--- src/rtl/coupled_phase_oscillator.sv ---
// Clocked phase-accumulator spin node: per-port mismatch counts over a fixed window
// are weighted and summed, and the sum retunes the phase increment.
module coupled_phase_oscillator #(
    parameter int PORTS     = 16,
    parameter int PHASE_W   = 10,
    parameter int WIN_W     = 6,
    parameter int BASE_STEP = 8,
    parameter int ADJ_SHIFT = 4,
    parameter int RESET     = 0
) (
    input  logic                 clk,
    input  logic                 rst,
    input  logic                 en,
    input  logic [3*PORTS-1:0]   coupling_weights,
    input  logic [PORTS-1:0]     coupling_inputs,
    output logic                 out,
    output logic [PHASE_W-1:0]   phase,
    output logic [PHASE_W-2:0]   step,
    output logic                 window_done
);

    localparam int KW = (PORTS > 1) ? $clog2(PORTS) : 1;
    localparam int AW = WIN_W + 3 + $clog2(PORTS);
    localparam int SW = ((AW > PHASE_W) ? AW : PHASE_W) + 2;

    localparam logic [1:0] ST_IDLE  = 2'd0;
    localparam logic [1:0] ST_ACC   = 2'd1;
    localparam logic [1:0] ST_APPLY = 2'd2;

    localparam logic [PHASE_W-1:0]    PHASE_RST  = (RESET != 0) ? {1'b1, {(PHASE_W-1){1'b0}}} : {PHASE_W{1'b0}};
    localparam logic [PHASE_W-2:0]    STEP_RST   = (PHASE_W-1)'(BASE_STEP);
    localparam logic signed [SW-1:0]  BASE_S     = SW'(BASE_STEP);
    localparam logic signed [SW-1:0]  ONE_S      = SW'(1);
    localparam logic signed [SW-1:0]  STEP_MAX_S = SW'((2 ** (PHASE_W - 1)) - 1);
    localparam logic [KW-1:0]         K_LAST     = KW'(PORTS - 1);

    // The window must be long enough for ACC and APPLY to finish before it closes again.
    generate
        if ((2 ** WIN_W) < (PORTS + 2)) begin : g_bad_window
            $error("coupled_phase_oscillator: 2**WIN_W must be at least PORTS+2");
        end
    endgenerate

    function automatic logic signed [AW-1:0] weighted_term(input logic [2:0] code,
                                                           input logic [WIN_W:0] cnt);
        logic signed [AW-1:0] mag;
        mag = $signed({{(AW-WIN_W-1){1'b0}}, cnt});
        case (code)
            3'b000:  weighted_term = -(mag <<< 1);
            3'b001:  weighted_term = -mag;
            3'b011:  weighted_term = mag;
            3'b100:  weighted_term = mag <<< 1;
            default: weighted_term = {AW{1'b0}};
        endcase
    endfunction

    logic [PHASE_W-1:0]   phase_r;
    logic [PHASE_W-2:0]   step_r;
    logic                 done_r;
    logic [1:0]           state_r;
    logic [KW-1:0]        k_r;
    logic signed [AW-1:0] acc_r;
    logic [WIN_W-1:0]     win_cnt_r;
    logic [WIN_W:0]       mm_r [PORTS];
    logic [WIN_W:0]       sh_r [PORTS];

    logic                 win_end_s;
    logic [PORTS-1:0]     mismatch_s;
    logic signed [AW-1:0] term_s;
    logic signed [AW-1:0] adj_s;
    logic signed [SW-1:0] sum_s;
    logic [PHASE_W-2:0]   next_step_s;

    assign out         = phase_r[PHASE_W-1];
    assign phase       = phase_r;
    assign step        = step_r;
    assign window_done = done_r;

    assign win_end_s  = en && (win_cnt_r == {WIN_W{1'b1}});
    assign mismatch_s = coupling_inputs ^ {PORTS{phase_r[PHASE_W-1]}};

    // Weighted contribution of the port indexed by k and the clamped next step.
    always_comb begin
        term_s = weighted_term(coupling_weights[3*int'(k_r) +: 3], sh_r[k_r]);
        adj_s  = acc_r >>> ADJ_SHIFT;
        sum_s  = BASE_S + {{(SW-AW){adj_s[AW-1]}}, adj_s};
        if (sum_s < ONE_S) begin
            next_step_s = (PHASE_W-1)'(1);
        end else if (sum_s > STEP_MAX_S) begin
            next_step_s = STEP_MAX_S[PHASE_W-2:0];
        end else begin
            next_step_s = sum_s[PHASE_W-2:0];
        end
    end

    // Phase accumulator and window counter, both frozen while en is low.
    always_ff @(posedge clk) begin
        if (rst) begin
            phase_r   <= PHASE_RST;
            win_cnt_r <= {WIN_W{1'b0}};
        end else if (en) begin
            phase_r   <= phase_r + {1'b0, step_r};
            win_cnt_r <= win_cnt_r + WIN_W'(1);
        end
    end

    // Mismatch counters; the closing cycle's mismatch lands in the shadow copy.
    always_ff @(posedge clk) begin
        for (int i = 0; i < PORTS; i++) begin
            if (rst) begin
                mm_r[i] <= {(WIN_W+1){1'b0}};
                sh_r[i] <= {(WIN_W+1){1'b0}};
            end else if (win_end_s) begin
                sh_r[i] <= mm_r[i] + (WIN_W+1)'(mismatch_s[i]);
                mm_r[i] <= {(WIN_W+1){1'b0}};
            end else if (en) begin
                mm_r[i] <= mm_r[i] + (WIN_W+1)'(mismatch_s[i]);
            end
        end
    end

    // Retune FSM: accumulate one port per cycle, then load the clamped step.
    always_ff @(posedge clk) begin
        if (rst) begin
            state_r <= ST_IDLE;
            k_r     <= {KW{1'b0}};
            acc_r   <= {AW{1'b0}};
            step_r  <= STEP_RST;
            done_r  <= 1'b0;
        end else begin
            done_r <= 1'b0;
            case (state_r)
                ST_IDLE: begin
                    if (win_end_s) begin
                        state_r <= ST_ACC;
                        k_r     <= {KW{1'b0}};
                        acc_r   <= {AW{1'b0}};
                    end
                end
                ST_ACC: begin
                    acc_r <= acc_r + term_s;
                    if (k_r == K_LAST) begin
                        state_r <= ST_APPLY;
                    end else begin
                        k_r <= k_r + KW'(1);
                    end
                end
                ST_APPLY: begin
                    step_r  <= next_step_s;
                    done_r  <= 1'b1;
                    state_r <= ST_IDLE;
                end
                default: begin
                    state_r <= ST_IDLE;
                end
            endcase
        end
    end

endmodule

--- config.mk ---
export PLATFORM = sky130hd
export DESIGN_NAME = coupled_phase_oscillator
export DESIGN_NICKNAME = d
export VERILOG_FILES = /design/src/rtl/coupled_phase_oscillator.sv
export SDC_FILE = /design/constraint.sdc
export NUM_CORES = 1
export LEC_CHECK = 0
export CAP_MARGIN = 20
export CORE_MARGIN = 1.5
export CORE_UTILIZATION = 35
export CTS_CLUSTER_SIZE = 40
export DETAILED_ROUTE_END_ITERATION = 16
export PLACE_DENSITY = 0.54
export SKIP_CTS_REPAIR_TIMING = 1
export SLEW_MARGIN = 0
export SYNTH_ARGS = -nofsm -noshare
export SYNTH_HDL_FRONTEND = slang
export SYNTH_SLANG_ARGS = --single-unit
export TNS_END_PERCENT = 20
--- constraint.sdc ---
create_clock -name clk -period 6.7 [get_ports clk]
set_input_delay 1.34 -clock clk [delete_from_list [all_inputs] [get_ports clk]]
set_output_delay 1.34 -clock clk [all_outputs]
set_load 0.02 [all_outputs]
==> summary.md, run 1 <==
| Metric | Value |
|---|---|
| Clock latency on the worst-skew pair | `550 ps` |
| Placer Congestion | `~0.82` |
| Ys Warns | `0` |
| Most common cell in the synthesized netlist | `nor2_1` |
| Multi-input gate area | `5940 um2` |
| CTS sink cnt | `273` |
| # DRC | `0` |
| Slowest CP cell | `a21oi_1` |
| Endpoints failing setup | `0` |
| Capture point of the worst path | `acc_r[12]` |
| Reg2reg end | `acc_r[12]` |
| Clk_skew | `11.0 ps` |
| Leakage | `around 5.9 nW` |
| Reg2reg setup slack | `1110 ps` |
| Initial Util | `0.353` |
| Final #Nets | `1357` |
| Routed WL per cell | `about 17 um` |
| Drt total wl | `between 30000 and 40000 um` |
| CTS buffer count | `30` |
| Clock Tree Root | `clkbuf_16` |
| RSZ-0062 raised after global routing | `false` |
| Core area | `39600 um2` |
| Storage cell area | `slightly below 8000 um2` |
| Synth top area cells | `edfxtp_1 (48%), dfxtp_1 (7.0%), nor2_1 (6.1%)` |
| Setup crit end kind | `register` |
| Layout cells sized above 1 | `0.0887` |
| Via count | `8906` |
| Minimum clock period | `5810 ps` |
| Synthesized cell area | `14000 um2` |
| I/O pin total | `88` |
| Die Y | `between 200 and 250 um` |
| CP cell instances | `clkdlybuf4s50_1, mux4_2, nor2b_1, a211oi_1, a21oi_1, or2_2, nor2_1, ha_1, fa_1, a21o_1, a21o_1, a2111oi_0, o31ai_1, o41ai_1, and2b_1, mux2i_1, o2111ai_1` |
| Setup TNS | `0 ps` |
| Part of the cycle the worst path needs | `0.867` |
| Yosys reg bits | `273` |
| Crit path top cell by count | `a21o_1` |
| PD cells | `around 240 nW/um2` |
| Pre-Repair DR Iteration Count | `5` |
| Worst slew pin tran | `917 ps` |
| Hold Path Class | `reg -> reg` |
| GRT Residual Overflow | `0` |
| Syn Nets | `between 1000 and 1500` |
| DR vias/cell | `5.01` |
| VDD IR max | `0.179 mV` |
| Chip Width | `203 um` |
| Fmax | `~170 MHz` |
| Total GRT Usage | `0.151` |
| Post-DRT Antenna Nets | `0` |
| Vias in the first global route | `8856` |
| Run status | `finished, final reports clean` |
| Fillers | `3776` |
| Ant. Diodes | `0` |
| Area Growth Syn to Fin | `16.7%` |
| Top cell type's share of synthesized area | `0.481` |
| Hpwl dp | `21100 um` |
| Worst Path Arrival | `between 6000 and 7000 ps` |
| Rows | `73` |
| Syn_area_per_cell | `12.2 um2` |
| Die ar. | `41200 um2` |
| H-tree depth | `1` |
| Hold Crit Depth | `2` |
| First-pass GRT wire length | `49400 um` |
| Crit-path max cell delay | `700 ps` |
| CP Launch Point | `coupling_weights[8]` |
| Largest net degree at the start of global routing | `61` |
| Ys async rst share | `0` |
| Worst r2r path cells | `16` |
| Hold Vio Cnt, Final | `0` |
| DP Area | `15400 um2` |
| 1st-iter DRT viols | `585` |
| Required @ worst endpoint | `7120 ps` |
| CP max FO | `12` |
| TritonCTS clock tree | `yes` |
| CTS Buffer Depth | `3` |
| Post-route cell area | `16300 um2` |
| Post-synth cell types | `69` |
| WS Path Type | `in -> reg` |
| Setup crit start kind | `primary input` |
| Slew Viols, Final | `0` |
| Min Hold Slack | `513 ps` |
| I/O Buffers | `87` |
| Crit Reg-Reg Startpoint | `k_r[0]` |
| Clock Pin Slew Worst Setup and Hold Paths | `70 ps` |
| Post-synth top cells | `nor2_1 (226), edfxtp_1 (224), xor2_1 (77)` |
| Top cell type by total area after synthesis | `edfxtp_1` |
| Main synth FF type | `edfxtp_1` |
| Max cap viols | `0` |
| EDFF count, synth | `224` |
| Register area share after synthesis | `0.551` |
| Slew HR | `0.388` |
| Antenna violations before repair | `0` |
| Synth Instances | `1152` |
| Pwr Total | `3.88 mW` |
flip-flops by register name, indices dropped and copies added (netlist names), named ones only:
signal,cells
mm_r,112
sh_r,112
acc_r,13
phase,10
step,9
win_cnt_r,6
k_r,4
state_r,2
window_done,1
per-layer routing:
layer / vias to the layer above / GRT usage / share of wire / routed length (um)
li1: 4341 / - / - / -
met1: 4341 / 0.220 / 0.49 / 15000
met2: 184 / 0.236 / 0.45 / 13700
met3: 40 / 0.0228 / 0.049 / 1500
met4: 0 / 0.0386 / 0.019 / 576
met5: - / 0 / 0 / 0
how the worst min path moves through the flow:
stage / from / end / slack [ps]
floorplan: win_cnt_r[5] / win_cnt_r[5] / 460
global placement: win_cnt_r[5] / win_cnt_r[5] / 470
detailed placement: win_cnt_r[5] / win_cnt_r[5] / 480
CTS: win_cnt_r[5] / win_cnt_r[5] / 510
global route: phase[8] / phase[8] / 540
finish: step[0] / step[0] / 510
layout by cell type, fill, tap and decap left out, drive strengths merged, types with 11 or more instances in the layout:
master / count
a21oi: 19
a22oi: 16
and2: 64
and3: 26
buf: 14
clkbuf: 33
clkdlybuf4s50: 87
clkinv: 14
dfxtp: 49
edfxtp: 224
ha: 57
inv: 18
mux2i: 11
mux4: 41
nand2: 29
nand3: 64
nor2: 227
nor3: 13
o21ai: 13
o22ai: 20
xnor2: 48
xor2: 77
where the power goes:
group          internal [mW]  switching (mW)
logic                  0.124           0.144
clock network          0.986           0.664
registers               1.92          0.0450
total                   3.03           0.852
cell families after synthesis:
logic type	after synthesis	synth area share
xor gates and xnor gates	125	0.0782
AOI/OAI and AO/OA	108	0.0546
adders and majority gates	59	0.0538
muxes	56	0.0808
buffers and inverters	73	0.0278
DFF	273	0.551
and+or+nand+nor	458	0.154
cell type report:
type	count	area share
Sequential cell	273	0.472
Multi-Input combinational cell	806	0.363
Timing Repair Buffer	101	0.0605
Clock buffer	33	0.0479
Tap cell	525	0.0402
Clock inverter	20	0.0120
Inverter	19	0.00436
critical path, delay by kind of cell:
kind,cells,cell delay [ps]
compound gates,8,2720
fa+ha+maj,2,610
buf+inv,1,480
mux,2,350
simple gates,4,740
metrics by stage:
stage | cells | utilization | setup WS [ps]
after CTS | 1777 | 0.412 | 1020
after detailed placement | 1724 | 0.388 | 465
after global routing | 1777 | 0.412 | 540
final | 1777 | 0.412 | 889
after floorplan | 1152 | - | 1540
after global placement | 1724 | 0.388 | 532
(Power assumes the default switching activity.)
==> run 2, diff against run 1 <==
- SETUP_SLACK_MARGIN: unset -> 0.15
==> results of run 2 <==
No change in the layout: final DEF, timing and power equal those of run 1.
